File: src/rtl/posit_norm_round_pipe_if.sv
// ============================================================================
// Module : posit_norm_round_pipe_if
// Brief  : Valid/ready bundle between the add/sub core, the posit
//          normalise/round pipe and its consumer.
// Rev    : 1.0 - initial release
// ============================================================================
`default_nettype none

interface posit_norm_round_pipe_if #(
    parameter int N         = 16,
    parameter int ES        = 1,
    parameter int TE_SIZE   = ES + $clog2(N) + 1,
    parameter int MANT_SIZE = N
);
    logic                     in_valid;
    logic                     in_ready;
    logic                     sign_in;
    logic                     is_zero_in;
    logic                     is_nar_in;
    logic [TE_SIZE-1:0]       te_in;
    logic [2*MANT_SIZE-1:0]   mant_in;
    logic                     out_valid;
    logic                     out_ready;
    logic [N-1:0]             posit_out;
    logic                     inexact;

    // Producer/consumer side (drives the beat, accepts the result)
    modport master (
        output in_valid, sign_in, is_zero_in, is_nar_in, te_in, mant_in, out_ready,
        input  in_ready, out_valid, posit_out, inexact
    );

    // Pipe side
    modport slave (
        input  in_valid, sign_in, is_zero_in, is_nar_in, te_in, mant_in, out_ready,
        output in_ready, out_valid, posit_out, inexact
    );
endinterface

`default_nettype wire

File: src/rtl/posit_norm_round_pipe.sv
// ============================================================================
// Module : posit_norm_round_pipe
// Brief  : 3-stage posit normalise / regime build / RNE round / negate pipe.
// Config : define PPU_INEXACT_CNT_EN to add the saturating inexact_cnt output.
// Rev    : 1.0 - initial release
// ============================================================================
`default_nettype none

module posit_norm_round_pipe #(
    parameter int N         = 16,
    parameter int ES        = 1,
    parameter int TE_SIZE   = ES + $clog2(N) + 1,
    parameter int MANT_SIZE = N
) (
    input  wire                       clk,
    input  wire                       rst,
    posit_norm_round_pipe_if.slave    pipe
`ifdef PPU_INEXACT_CNT_EN
    ,
    output logic [31:0]               inexact_cnt
`endif
);

    localparam int c_mw    = 2 * MANT_SIZE;
    localparam int c_lzc_w = $clog2(c_mw) + 1;
    // Wide enough that te + 1 - lzc can never wrap for any legal input.
    localparam int c_te_w  = TE_SIZE + c_lzc_w + 1;
    localparam int c_fw    = 2 + ES + (c_mw - 1) + N;

    localparam logic [N-1:0]              c_maxpos = {1'b0, {(N-1){1'b1}}};
    localparam logic [N-1:0]              c_minpos = {{(N-1){1'b0}}, 1'b1};
    localparam logic [N-1:0]              c_nar    = {1'b1, {(N-1){1'b0}}};
    localparam logic signed [c_te_w-1:0]  c_te_one = c_te_w'(1);
    localparam logic signed [c_te_w-1:0]  c_k_max  = c_te_w'(N - 2);
    localparam logic signed [c_te_w-1:0]  c_k_min  = c_te_w'(-(N - 1));

    // ------------------------------------------------------------------
    // Handshake: a stage advances when empty or when its successor does
    // ------------------------------------------------------------------
    logic r_s1_valid, r_s2_valid, r_s3_valid;
    logic w_s1_en, w_s2_en, w_s3_en;

    assign w_s3_en = !r_s3_valid || pipe.out_ready;
    assign w_s2_en = !r_s2_valid || w_s3_en;
    assign w_s1_en = !r_s1_valid || w_s2_en;

    assign pipe.in_ready = w_s1_en;

    // ------------------------------------------------------------------
    // Stage 1: leading-one detect and normalise
    // ------------------------------------------------------------------
    logic [c_lzc_w-1:0]       w_lzc;
    logic [c_mw-1:0]          w_mant_norm;
    logic signed [c_te_w-1:0] w_te_ext;
    logic signed [c_te_w-1:0] w_lzc_ext;
    logic signed [c_te_w-1:0] w_te_norm;

    always_comb begin
        w_lzc = '0;
        for (int i = 0; i < c_mw; i++) begin
            if (pipe.mant_in[i]) begin
                w_lzc = c_lzc_w'(c_mw - 1 - i);
            end
        end
    end

    assign w_mant_norm = pipe.mant_in << w_lzc;
    assign w_te_ext    = {{(c_te_w-TE_SIZE){pipe.te_in[TE_SIZE-1]}}, pipe.te_in};
    assign w_lzc_ext   = {{(c_te_w-c_lzc_w){1'b0}}, w_lzc};
    assign w_te_norm   = w_te_ext + c_te_one - w_lzc_ext;

    logic                     r_s1_sign, r_s1_zero, r_s1_nar;
    logic signed [c_te_w-1:0] r_s1_te;
    logic [c_mw-1:0]          r_s1_mant;

    always_ff @(posedge clk) begin
        if (rst) begin
            r_s1_valid <= 1'b0;
            r_s1_sign  <= 1'b0;
            r_s1_zero  <= 1'b0;
            r_s1_nar   <= 1'b0;
            r_s1_te    <= '0;
            r_s1_mant  <= '0;
        end else if (w_s1_en) begin
            r_s1_valid <= pipe.in_valid;
            if (pipe.in_valid) begin
                r_s1_sign <= pipe.sign_in;
                r_s1_zero <= pipe.is_zero_in;
                r_s1_nar  <= pipe.is_nar_in;
                r_s1_te   <= w_te_norm;
                r_s1_mant <= w_mant_norm;
            end
        end
    end

    // ------------------------------------------------------------------
    // Stage 2: regime/exponent/fraction packing and RNE rounding
    // ------------------------------------------------------------------
    logic signed [c_te_w-1:0] w_k;
    logic [ES-1:0]            w_exp;
    logic [c_te_w-1:0]        w_sh;
    logic [c_fw-1:0]          w_field_in;
    logic [c_fw-1:0]          w_field;
    logic [N-1:0]             w_mag_t;
    logic [N-1:0]             w_mag_r;
    logic                     w_guard, w_sticky, w_rnd;
    logic [N-1:0]             w_mag;
    logic                     w_inx;
    logic                     w_s2_zero;

    assign w_k   = r_s1_te >>> ES;
    assign w_exp = r_s1_te[ES-1:0];
    // Negative k needs -k zeros before the terminating 1; ~k == -k-1 shifts.
    assign w_sh  = w_k[c_te_w-1] ? ~w_k : w_k;
    assign w_field_in = {(w_k[c_te_w-1] ? 2'b01 : 2'b10), w_exp,
                         r_s1_mant[c_mw-2:0], {N{1'b0}}};

    always_comb begin
        w_field = w_field_in >> w_sh;
        if (!w_k[c_te_w-1]) begin
            w_field = $signed(w_field_in) >>> w_sh;
        end
    end

    assign w_mag_t  = {1'b0, w_field[c_fw-1 -: N-1]};
    assign w_guard  = w_field[c_fw-N];
    assign w_sticky = |w_field[c_fw-N-1:0];
    assign w_rnd    = w_guard && (w_sticky || w_mag_t[0]);
    assign w_mag_r  = w_mag_t + {{(N-1){1'b0}}, w_rnd};
    // Normalised mantissa lacking its hidden bit means mant_in was zero.
    assign w_s2_zero = r_s1_zero || !r_s1_mant[c_mw-1];

    always_comb begin
        w_mag = w_mag_r[N-1] ? c_maxpos : w_mag_r;
        w_inx = w_guard || w_sticky;
        if (w_k >= c_k_max) begin
            w_mag = c_maxpos;
            w_inx = 1'b1;
        end else if (w_k <= c_k_min) begin
            w_mag = c_minpos;
            w_inx = 1'b1;
        end
    end

    logic         r_s2_sign, r_s2_zero, r_s2_nar, r_s2_inexact;
    logic [N-1:0] r_s2_mag;

    always_ff @(posedge clk) begin
        if (rst) begin
            r_s2_valid   <= 1'b0;
            r_s2_sign    <= 1'b0;
            r_s2_zero    <= 1'b0;
            r_s2_nar     <= 1'b0;
            r_s2_inexact <= 1'b0;
            r_s2_mag     <= '0;
        end else if (w_s2_en) begin
            r_s2_valid <= r_s1_valid;
            if (r_s1_valid) begin
                r_s2_sign    <= r_s1_sign;
                r_s2_zero    <= w_s2_zero;
                r_s2_nar     <= r_s1_nar;
                r_s2_inexact <= w_inx;
                r_s2_mag     <= w_mag;
            end
        end
    end

    // ------------------------------------------------------------------
    // Stage 3: sign application and special-value override
    // ------------------------------------------------------------------
    logic [N-1:0] w_posit;
    logic         w_s3_inx;

    always_comb begin
        w_posit  = r_s2_sign ? (~r_s2_mag + c_minpos) : r_s2_mag;
        w_s3_inx = r_s2_inexact;
        if (r_s2_nar) begin
            w_posit  = c_nar;
            w_s3_inx = 1'b0;
        end else if (r_s2_zero) begin
            w_posit  = '0;
            w_s3_inx = 1'b0;
        end
    end

    logic [N-1:0] r_s3_posit;
    logic         r_s3_inexact;

    always_ff @(posedge clk) begin
        if (rst) begin
            r_s3_valid   <= 1'b0;
            r_s3_posit   <= '0;
            r_s3_inexact <= 1'b0;
        end else if (w_s3_en) begin
            r_s3_valid <= r_s2_valid;
            if (r_s2_valid) begin
                r_s3_posit   <= w_posit;
                r_s3_inexact <= w_s3_inx;
            end
        end
    end

    assign pipe.out_valid = r_s3_valid;
    assign pipe.posit_out = r_s3_posit;
    assign pipe.inexact   = r_s3_inexact;

`ifdef PPU_INEXACT_CNT_EN
    logic [31:0] r_inexact_cnt;

    always_ff @(posedge clk) begin
        if (rst) begin
            r_inexact_cnt <= '0;
        end else if (r_s3_valid && pipe.out_ready && r_s3_inexact
                     && (r_inexact_cnt != 32'hFFFF_FFFF)) begin
            r_inexact_cnt <= r_inexact_cnt + 32'd1;
        end
    end

    assign inexact_cnt = r_inexact_cnt;
`endif

endmodule

`default_nettype wire
File: src/flat_wrapper.sv
// flat-port wrapper written by rule: the top's interface ports become plain ports
module posit_norm_round_pipe_flat 
#(
    parameter int N         = 16,
    parameter int ES        = 1,
    parameter int TE_SIZE   = ES + $clog2(N) + 1,
    parameter int MANT_SIZE = N
)
  (clk, rst, pipe_in_valid, pipe_sign_in, pipe_is_zero_in, pipe_is_nar_in, pipe_te_in, pipe_mant_in, pipe_out_ready, pipe_in_ready, pipe_out_valid, pipe_posit_out, pipe_inexact);
  posit_norm_round_pipe_if #(.N(N), .ES(ES), .TE_SIZE(TE_SIZE), .MANT_SIZE(MANT_SIZE)) pipe_i ();
  input  wire clk;
  input  wire rst;
  input wire logic [$bits(pipe_i.in_valid)-1:0] pipe_in_valid;
  input wire logic [$bits(pipe_i.sign_in)-1:0] pipe_sign_in;
  input wire logic [$bits(pipe_i.is_zero_in)-1:0] pipe_is_zero_in;
  input wire logic [$bits(pipe_i.is_nar_in)-1:0] pipe_is_nar_in;
  input wire logic [$bits(pipe_i.te_in)-1:0] pipe_te_in;
  input wire logic [$bits(pipe_i.mant_in)-1:0] pipe_mant_in;
  input wire logic [$bits(pipe_i.out_ready)-1:0] pipe_out_ready;
  output wire logic [$bits(pipe_i.in_ready)-1:0] pipe_in_ready;
  output wire logic [$bits(pipe_i.out_valid)-1:0] pipe_out_valid;
  output wire logic [$bits(pipe_i.posit_out)-1:0] pipe_posit_out;
  output wire logic [$bits(pipe_i.inexact)-1:0] pipe_inexact;
  assign pipe_i.in_valid = pipe_in_valid;
  assign pipe_i.sign_in = pipe_sign_in;
  assign pipe_i.is_zero_in = pipe_is_zero_in;
  assign pipe_i.is_nar_in = pipe_is_nar_in;
  assign pipe_i.te_in = pipe_te_in;
  assign pipe_i.mant_in = pipe_mant_in;
  assign pipe_i.out_ready = pipe_out_ready;
  assign pipe_in_ready = pipe_i.in_ready;
  assign pipe_out_valid = pipe_i.out_valid;
  assign pipe_posit_out = pipe_i.posit_out;
  assign pipe_inexact = pipe_i.inexact;
  posit_norm_round_pipe #(.N(N), .ES(ES), .TE_SIZE(TE_SIZE), .MANT_SIZE(MANT_SIZE)) u_core (.clk(clk), .rst(rst), .pipe(pipe_i));
endmodule
File: config.mk
export PLATFORM = sky130hd
export DESIGN_NAME = posit_norm_round_pipe_flat
export DESIGN_NICKNAME = d
export VERILOG_FILES = /design/src/rtl/posit_norm_round_pipe_if.sv /design/src/rtl/posit_norm_round_pipe.sv /design/src/flat_wrapper.sv
export SDC_FILE = /design/constraint.sdc
export NUM_CORES = 1
export LEC_CHECK = 0
export BUFFER_PORTS_ARGS = -buffer_cell sky130_fd_sc_hd__buf_4
export CORE_MARGIN = 3
export CORE_UTILIZATION = 55
export DETAILED_ROUTE_END_ITERATION = 6
export PLACE_DENSITY_LB_ADDON = 0.12
export SLEW_MARGIN = 30
export SYNTH_ARGS = -nofsm -noshare
export SYNTH_HDL_FRONTEND = slang
export SYNTH_SLANG_ARGS = --single-unit
File: constraint.sdc
create_clock -name clk -period 15.2 [get_ports clk]
set_clock_uncertainty 0.15 [all_clocks]
set_input_delay 0.76 -clock clk [delete_from_list [all_inputs] [get_ports clk]]
set_output_delay 0.76 -clock clk [all_outputs]
set_load 0.1 [all_outputs]
==> metrics, run 1 <==
Placer Congestion 1.05; synthesized-area fraction occupied by adder cells 0.0171; most common cell after layout, fill and taps aside nand2_1; vias in the first global route 11100; sw power 0.484 mW; ordered list of cells on the worst path inv_2 > ha_1 > a21oi_4 > ha_1 > mux2i_1 > a21oi_1 > a2111oi_0 > a2bb2oi_1 > o22a_1 > a221oi_1 > inv_1 > ha_1 > inv_1 > nor3_1 > and4_1 > xor2_1 > o221a_2; final setup fails 0; first-pass GRT wire length 62.5 mm; Post-synth EDFFs 0; critical path endpoint category flip-flop; status completed; largest family of logic cells by synthesized area compound AO/OA/AOI/OAI gates; RSZ-0062 raised after global routing false; I/O pin count 64; Initial Utilization 0.566; Max IR drop VDD 0.102 mV; clock buffer depth 2; CTS HTree Levels 3; cell leakage power 4.44 nW; post-synth top area share 0.163; final WL 39.8 mm; Synth Area in Compound Gates 0.300; synth-to-layout area growth 7.71%; CTS tree yes; Core Area 0.0189 mm²; P_int 0.580 mW; Setup TNS Final 0 ns; drt wl/cell 23.3 µm; Comb power frac 0.522; initial antenna violation count 0; Reg clk slew, reported paths 0.07 ns; Port Buffers 63; Max Clk Rate 153 MHz; Clk pwr share 0.219; Area contributors post-synth dfxtp_1 (16%), mux2i_1 (8.8%), nand2_1 (5.2%); Crit path top cell by count ha_1; layout filler cell count 1804; largest net degree at the start of global routing 73; residual DRC count 0; layout net count 1497; DRT antenna net count 0; CP bufs+invs 3; cts bufs inserted 9; DR pass1 iterations 7; Sw Share 0.455; WP data required 15.28 ns; clock root buffer clkbuf_16; hold crit path type flip-flop to flip-flop; DPL Wire Length 29.4 mm; Vias/cell 7.03; final worst-path cycle share 0.430; Die Wd 145 µm; DR iter-0 viols 1635; Die H 145 µm; largest delay contributor family on the critical path compound AO/OA/AOI/OAI gates; Vias 12000; final hold vios 0; sequential fraction of the synthesis area 0.163; die area 0.0212 mm²; Total Power 1.06 mW; Synth cell types 95; yosys warns 0; cell count after synthesis 1453; Slew Viols, Final 0; layout cell share with drive strength beyond 1 0.144; simple-gate share of the synthesized area 0.263; Synthesized Nets 1512; Seq pwr share 0.259; maxcap violations 0; Avg Inst Size Synth 7.37 µm²; TritonCTS Sinks 87; grt total ovfl 0; Worst EP arrival 6.61 ns; worst-path fanout max 58; GRT Overall Usage 0.360; post_cts resized 0; Least-Margin Pin Slew 1.04 ns; Post-Syn Area 0.0107 mm²; Post-Synth XOR/XNOR Area 0.0352; CP max-delay cell a2111oi_0; post-synthesis mux area share 0.160; Synth area leader dfxtp_1; startpoint types flip-flop; Setup Crit Path Kind flip-flop to flip-flop; CP max stage delay 0.78 ns; worst skew pair latency 0.33 ns; #FFs+latches synth 87; Async SR Flop Fraction 0; Antenna Cells 0; setup bufs post-CTS 0; most frequent cells in the layout nand2_1 (148), nor2_1 (137), a21oi_1 (102); hold_buf cts 0; main flop type after synthesis dfxtp_1; fin crit period 6.53 ns; PD cells 92.3 mW/mm²; # rows 50; max_slew headroom 0.309
cell usage after synthesis, types with 10 or more instances:
library cell	instances
o21ai_1	12
mux4_2	24
xnor2_1	25
nor2b_1	20
nor4_1	14
o22ai_1	33
clkbuf_1	70
a31oi_1	16
nor2_1	137
a211oi_1	23
mux2i_1	94
a21o_1	12
or2_2	14
inv_1	35
xor2_1	13
a22oi_1	47
nand2_1	148
a21oi_1	102
nand3_1	54
or4_1	13
nor3_1	35
o221a_2	10
o221ai_1	10
dfxtp_1	87
mux2_2	18
nand2b_1	29
and2_1	12
buf_2	19
buf_1	13
o21ai_0	75
ha_1	13
tightest hold or removal path: stages, from the launching register on:
cell and delay [ns]:
dfxtp_1 0.31, nand2_1 0.05, a21oi_1 0.05
cell families after synthesis:
logic type	Yosys count
flops	87
simple gates	553
xor+xnor	40
buf+inv	155
compound gates	467
fa+ha+maj	14
mux	137
layer usage:
layer	wire [µm]	part of all wire	track usage	vias up
li1	-	-	-	5498
met1	16000	0.40	0.482	5518
met2	17000	0.43	0.541	767
met3	4170	0.10	0.0679	185
met4	2610	0.066	0.216	0
met5	0	0	0	-
path summary, 6_finish.rpt:
check                                        from                          endpoint  slack, ns  depth (start not counted)
hold reg to reg      u_core.r_s1_nar$_SDFFE_PP0P_      u_core.r_s2_nar$_SDFFE_PP0P_       0.30                          2
hold / removal       u_core.r_s1_nar$_SDFFE_PP0P_      u_core.r_s2_nar$_SDFFE_PP0P_       0.30                          2
setup reg to reg  u_core.r_s1_te[12]$_SDFFE_PP0P_  u_core.r_s2_mag[10]$_SDFFE_PP0P_       8.67                         17
setup / recovery  u_core.r_s1_te[12]$_SDFFE_PP0P_  u_core.r_s2_mag[10]$_SDFFE_PP0P_       8.67                         17
power groups by stage:
stage	combinational (mW)	clock, mW	sequential (mW)
after global placement	0.532	0	0.278
final	0.555	0.233	0.276
after CTS	0.533	0.235	0.273
after global routing	0.590	0.248	0.277
after detailed placement	0.530	0	0.278
after floorplan	0.386	0	0.270
final cells by class:
type                            count  area (µm²)  share of cell area
Clock inverter                      5        63.8             0.00554
Timing Repair Buffer               87         653              0.0567
Sequential cell                    87        1750               0.152
Tap cell                          260         325              0.0282
Inverter                           42         158              0.0137
Multi-Input combinational cell   1211        8330               0.722
Clock buffer                       11         253              0.0219
sequential cells by signal, summed over array words and instances, names as in the netlist:
signal                 count
u_core.r_s1_sign           1
u_core.r_s2_inexact        1
u_core.r_s2_mag           15
u_core.r_s1_te            13
u_core.r_s1_zero           1
u_core.r_s2_sign           1
u_core.r_s1_nar            1
u_core.r_s2_valid          1
u_core.r_s1_valid          1
u_core.r_s2_zero           1
u_core.pipe.out_valid      1
u_core.r_s1_mant          32
u_core.pipe.inexact        1
u_core.pipe.posit_out     16
u_core.r_s2_nar            1
stage by stage:
stage           util  hold WS [ns]  instances  instance area [µm²]  setup slack [ns]
2_1_floorplan      -         0.281       1453                10700              8.74
3_3_place_gp   0.593         0.290       1687                11200              9.00
3_5_place_dp   0.593         0.292       1687                11200              8.89
4_1_cts        0.610         0.302       1703                11500              8.85
5_1_grt        0.610         0.321       1703                11500              8.20
6_report       0.610         0.302       1703                11500              8.67
(Power assumes the default switching activity.)
==> run 2: changes to the inputs <==
clock period = 5.6 ns   (was 15.2 ns; I/O delays follow)
==> run 2 against run 1 <==
Total power increased to 2.8 times the previous value. Critical path depth unchanged. Worst setup slack got worse by 8.1 ns. Sequential share of layout area decreased by 0.26 points. Design area increased by 1.7%. Non-clock buffer count increased by 27. Sequential cell count unchanged. Global-route usage increased by 1.8 points. Via count increased by 2.2%. Critical path type unchanged. Critical endpoint unchanged. Largest cell class unchanged. Largest power group unchanged.
==> metrics, run 2 (same netlist as run 1, synthesis figures left out) <==
Layout Utilization 0.621 (was 0.610); DPL Wire Length 31.5 mm (was 29.4 mm); cell leakage power 4.58 nW (was 4.44 nW); most frequent cells in the layout nand2_1 (148), nor2_1 (137), buf_4 (114) (was nand2_1 (148), nor2_1 (137), a21oi_1 (102)); P_int 1.57 mW (was 0.580 mW); Initial Utilization 0.566 (unchanged); largest net degree at the start of global routing 73 (unchanged); max_slew headroom 0.305 (was 0.309); worst skew pair latency 0.34 ns (was 0.33 ns); hold depth 3 (was 2); Vias/cell 7.07 (was 7.03); layout net count 1524 (was 1497); Placer Congestion 1.06 (was 1.05); Reg2Reg Setup Slack 0.61 ns (was 8.67 ns); reg2reg start u_core.r_s1_te[8]$_SDFFE_PP0P_ (was u_core.r_s1_te[12]$_SDFFE_PP0P_); first-pass GRT wire length 65.0 mm (was 62.5 mm); grt total ovfl 0 (unchanged); M2 GR Usage 0.585 (was 0.541); Sw Share 0.464 (was 0.455); Setup TNS Final 0 ns (unchanged); GR Util met3 0.0489 (was 0.0679); clock buffer depth 2 (unchanged); Setup Crit Path Kind flip-flop to flip-flop (unchanged); Max IR drop VDD 0.201 mV (was 0.102 mV); sw power 1.36 mW (was 0.484 mW); clock root buffer clkbuf_16 (unchanged); Antenna Cells 0 (unchanged); layer with the highest usage met2 (unchanged); Largest register FFs 32 (unchanged); setup bufs post-CTS 0 (unchanged); final WL 41.7 mm (was 39.8 mm); synth-to-layout area growth 9.55% (was 7.71%); hold_buf cts 0 (unchanged); post_cts resized 0 (unchanged); CTS HTree Levels 3 (unchanged); PD cells 250 mW/mm² (was 92.3 mW/mm²); Least-Margin Pin Slew 1.04 ns (about the same); RSZ-0062 raised after global routing false (unchanged); Die Wd 145 µm (unchanged); HP Start pipe_is_zero_in (was u_core.r_s1_nar$_SDFFE_PP0P_); Comb power frac 0.538 (was 0.522); R2R depth 17 (unchanged); initial antenna violation count 0 (unchanged); RR Endpoint u_core.r_s2_mag[10]$_SDFFE_PP0P_ (unchanged); DR pass1 iterations 6 (was 7); worst-path fanout max 12 (was 58); critical path endpoint category flip-flop (unchanged); Worst EP arrival 5.07 ns (was 6.61 ns); Worst Hold End u_core.r_s1_zero$_SDFFE_PP0P_ (was u_core.r_s2_nar$_SDFFE_PP0P_); TritonCTS Sinks 87 (unchanged); startpoint types flip-flop (unchanged); Reg clk slew, reported paths 0.07 ns (about the same); final setup fails 0 (unchanged); drt wl/cell 24.1 µm (was 23.3 µm); residual DRC count 0 (unchanged); most common cell after layout, fill and taps aside nand2_1 (unchanged); DRT antenna net count 0 (unchanged); vias in the first global route 11200 (was 11100); Total Power 2.93 mW (was 1.06 mW); # rows 50 (unchanged); Slew Viols, Final 0 (unchanged); GR Layer Usage met1 0.513 (was 0.482); die area 0.0212 mm² (unchanged); hold slack final 0.0458 ns (was 0.302 ns); Die H 145 µm (unchanged); cts bufs inserted 9 (unchanged); final worst-path cycle share 0.890 (was 0.430); GRT Overall Usage 0.378 (was 0.360); Clk pwr share 0.206 (was 0.219); WP data required 5.68 ns (was 15.28 ns); Vias 12200 (was 12000); maxcap violations 0 (unchanged); Seq pwr share 0.256 (was 0.259); hold crit path type primary input to flip-flop (was flip-flop to flip-flop); Port Buffers 63 (unchanged); layout cell share with drive strength beyond 1 0.161 (was 0.144); Top reg by flops u_core.r_s1_mant (unchanged); fin crit period 4.99 ns (was 6.53 ns); I/O pin count 64 (unchanged); final hold vios 0 (unchanged); CTS tree yes (unchanged); Max Clk Rate 201 MHz (was 153 MHz); DR iter-0 viols 1674 (was 1635); status completed (unchanged); Core Area 0.0189 mm² (unchanged)
[run 2: cell count changes in the layout (fill, tap and decap cells not counted), moves of 2 or more]
cell / change
a2111oi_0: -2
clkinv_2: +2
clkinv_4: -2
clkbuf_8: -2
inv_6: +2
buf_4: +27
[run 2: cell type report]
type	instances	area, µm²
Sequential cell	87	1750
Inverter	42	158
Multi-Input combinational cell	1211	8340
Clock inverter	6	47.5
Timing Repair Buffer	114	856
Clock buffer	10	250
Fill cell	1753	7170
Tap cell	260	325
[run 2: worst max-delay path by stage]
stage          cells after the start                             from                                to
6_report                          17   u_core.r_s1_te[8]$_SDFFE_PP0P_  u_core.r_s2_mag[10]$_SDFFE_PP0P_
5_1_grt                           17   u_core.r_s1_te[8]$_SDFFE_PP0P_  u_core.r_s2_mag[14]$_SDFFE_PP0P_
4_1_cts                           17   u_core.r_s1_te[8]$_SDFFE_PP0P_  u_core.r_s2_mag[10]$_SDFFE_PP0P_
3_5_place_dp                      17   u_core.r_s1_te[8]$_SDFFE_PP0P_  u_core.r_s2_mag[10]$_SDFFE_PP0P_
3_3_place_gp                      15   u_core.r_s1_te[8]$_SDFFE_PP0P_  u_core.r_s2_inexact$_SDFFE_PP0P_
2_1_floorplan                     29  u_core.r_s1_te[12]$_SDFFE_PP0P_  u_core.r_s2_mag[10]$_SDFFE_PP0P_
[run 2: worst max-delay path: stages (launching register included)]
cell and delay [ns]:
dfxtp_1 0.43, or4_1 0.76, a21oi_4 0.25, ha_1 0.29, nand2b_1 0.14, mux4_2 0.48, o21ai_1 0.26, mux2i_1 0.21
o22ai_1 0.26, and3b_1 0.22, a221oi_2 0.06, inv_1 0.11, ha_1 0.14, inv_1 0.07, nor3_1 0.47, and4_1 0.28
xor2_1 0.07, o221a_2 0.23
[run 2: stage by stage]
stage / std cells / worst slack, ns / area, µm²
after CTS: 1730 / 0.711 / 11700
after global routing: 1730 / 0.131 / 11700
after global placement: 1714 / 0.797 / 11400
final: 1730 / 0.614 / 11700
after floorplan: 1453 / 0.0111 / 10700
after detailed placement: 1714 / 0.724 / 11400
[run 2: per-layer routing]
metal | wire, µm | share of wire | vias to the layer above
li1 | - | - | 5548
met1 | 16400 | 0.39 | 5646
met2 | 18200 | 0.44 | 869
met3 | 4460 | 0.11 | 170
met4 | 2610 | 0.063 | 0
met5 | 0 | 0 | -
[run 2: power groups by stage]
stage               Clock [mW]  Sequential (mW)  Combinational, mW
floorplan                    0            0.733               1.06
global placement             0            0.754               1.51
finish                   0.602            0.750               1.57
detailed placement           0            0.757               1.50
CTS                      0.609            0.744               1.51
global route             0.631            0.753               1.67
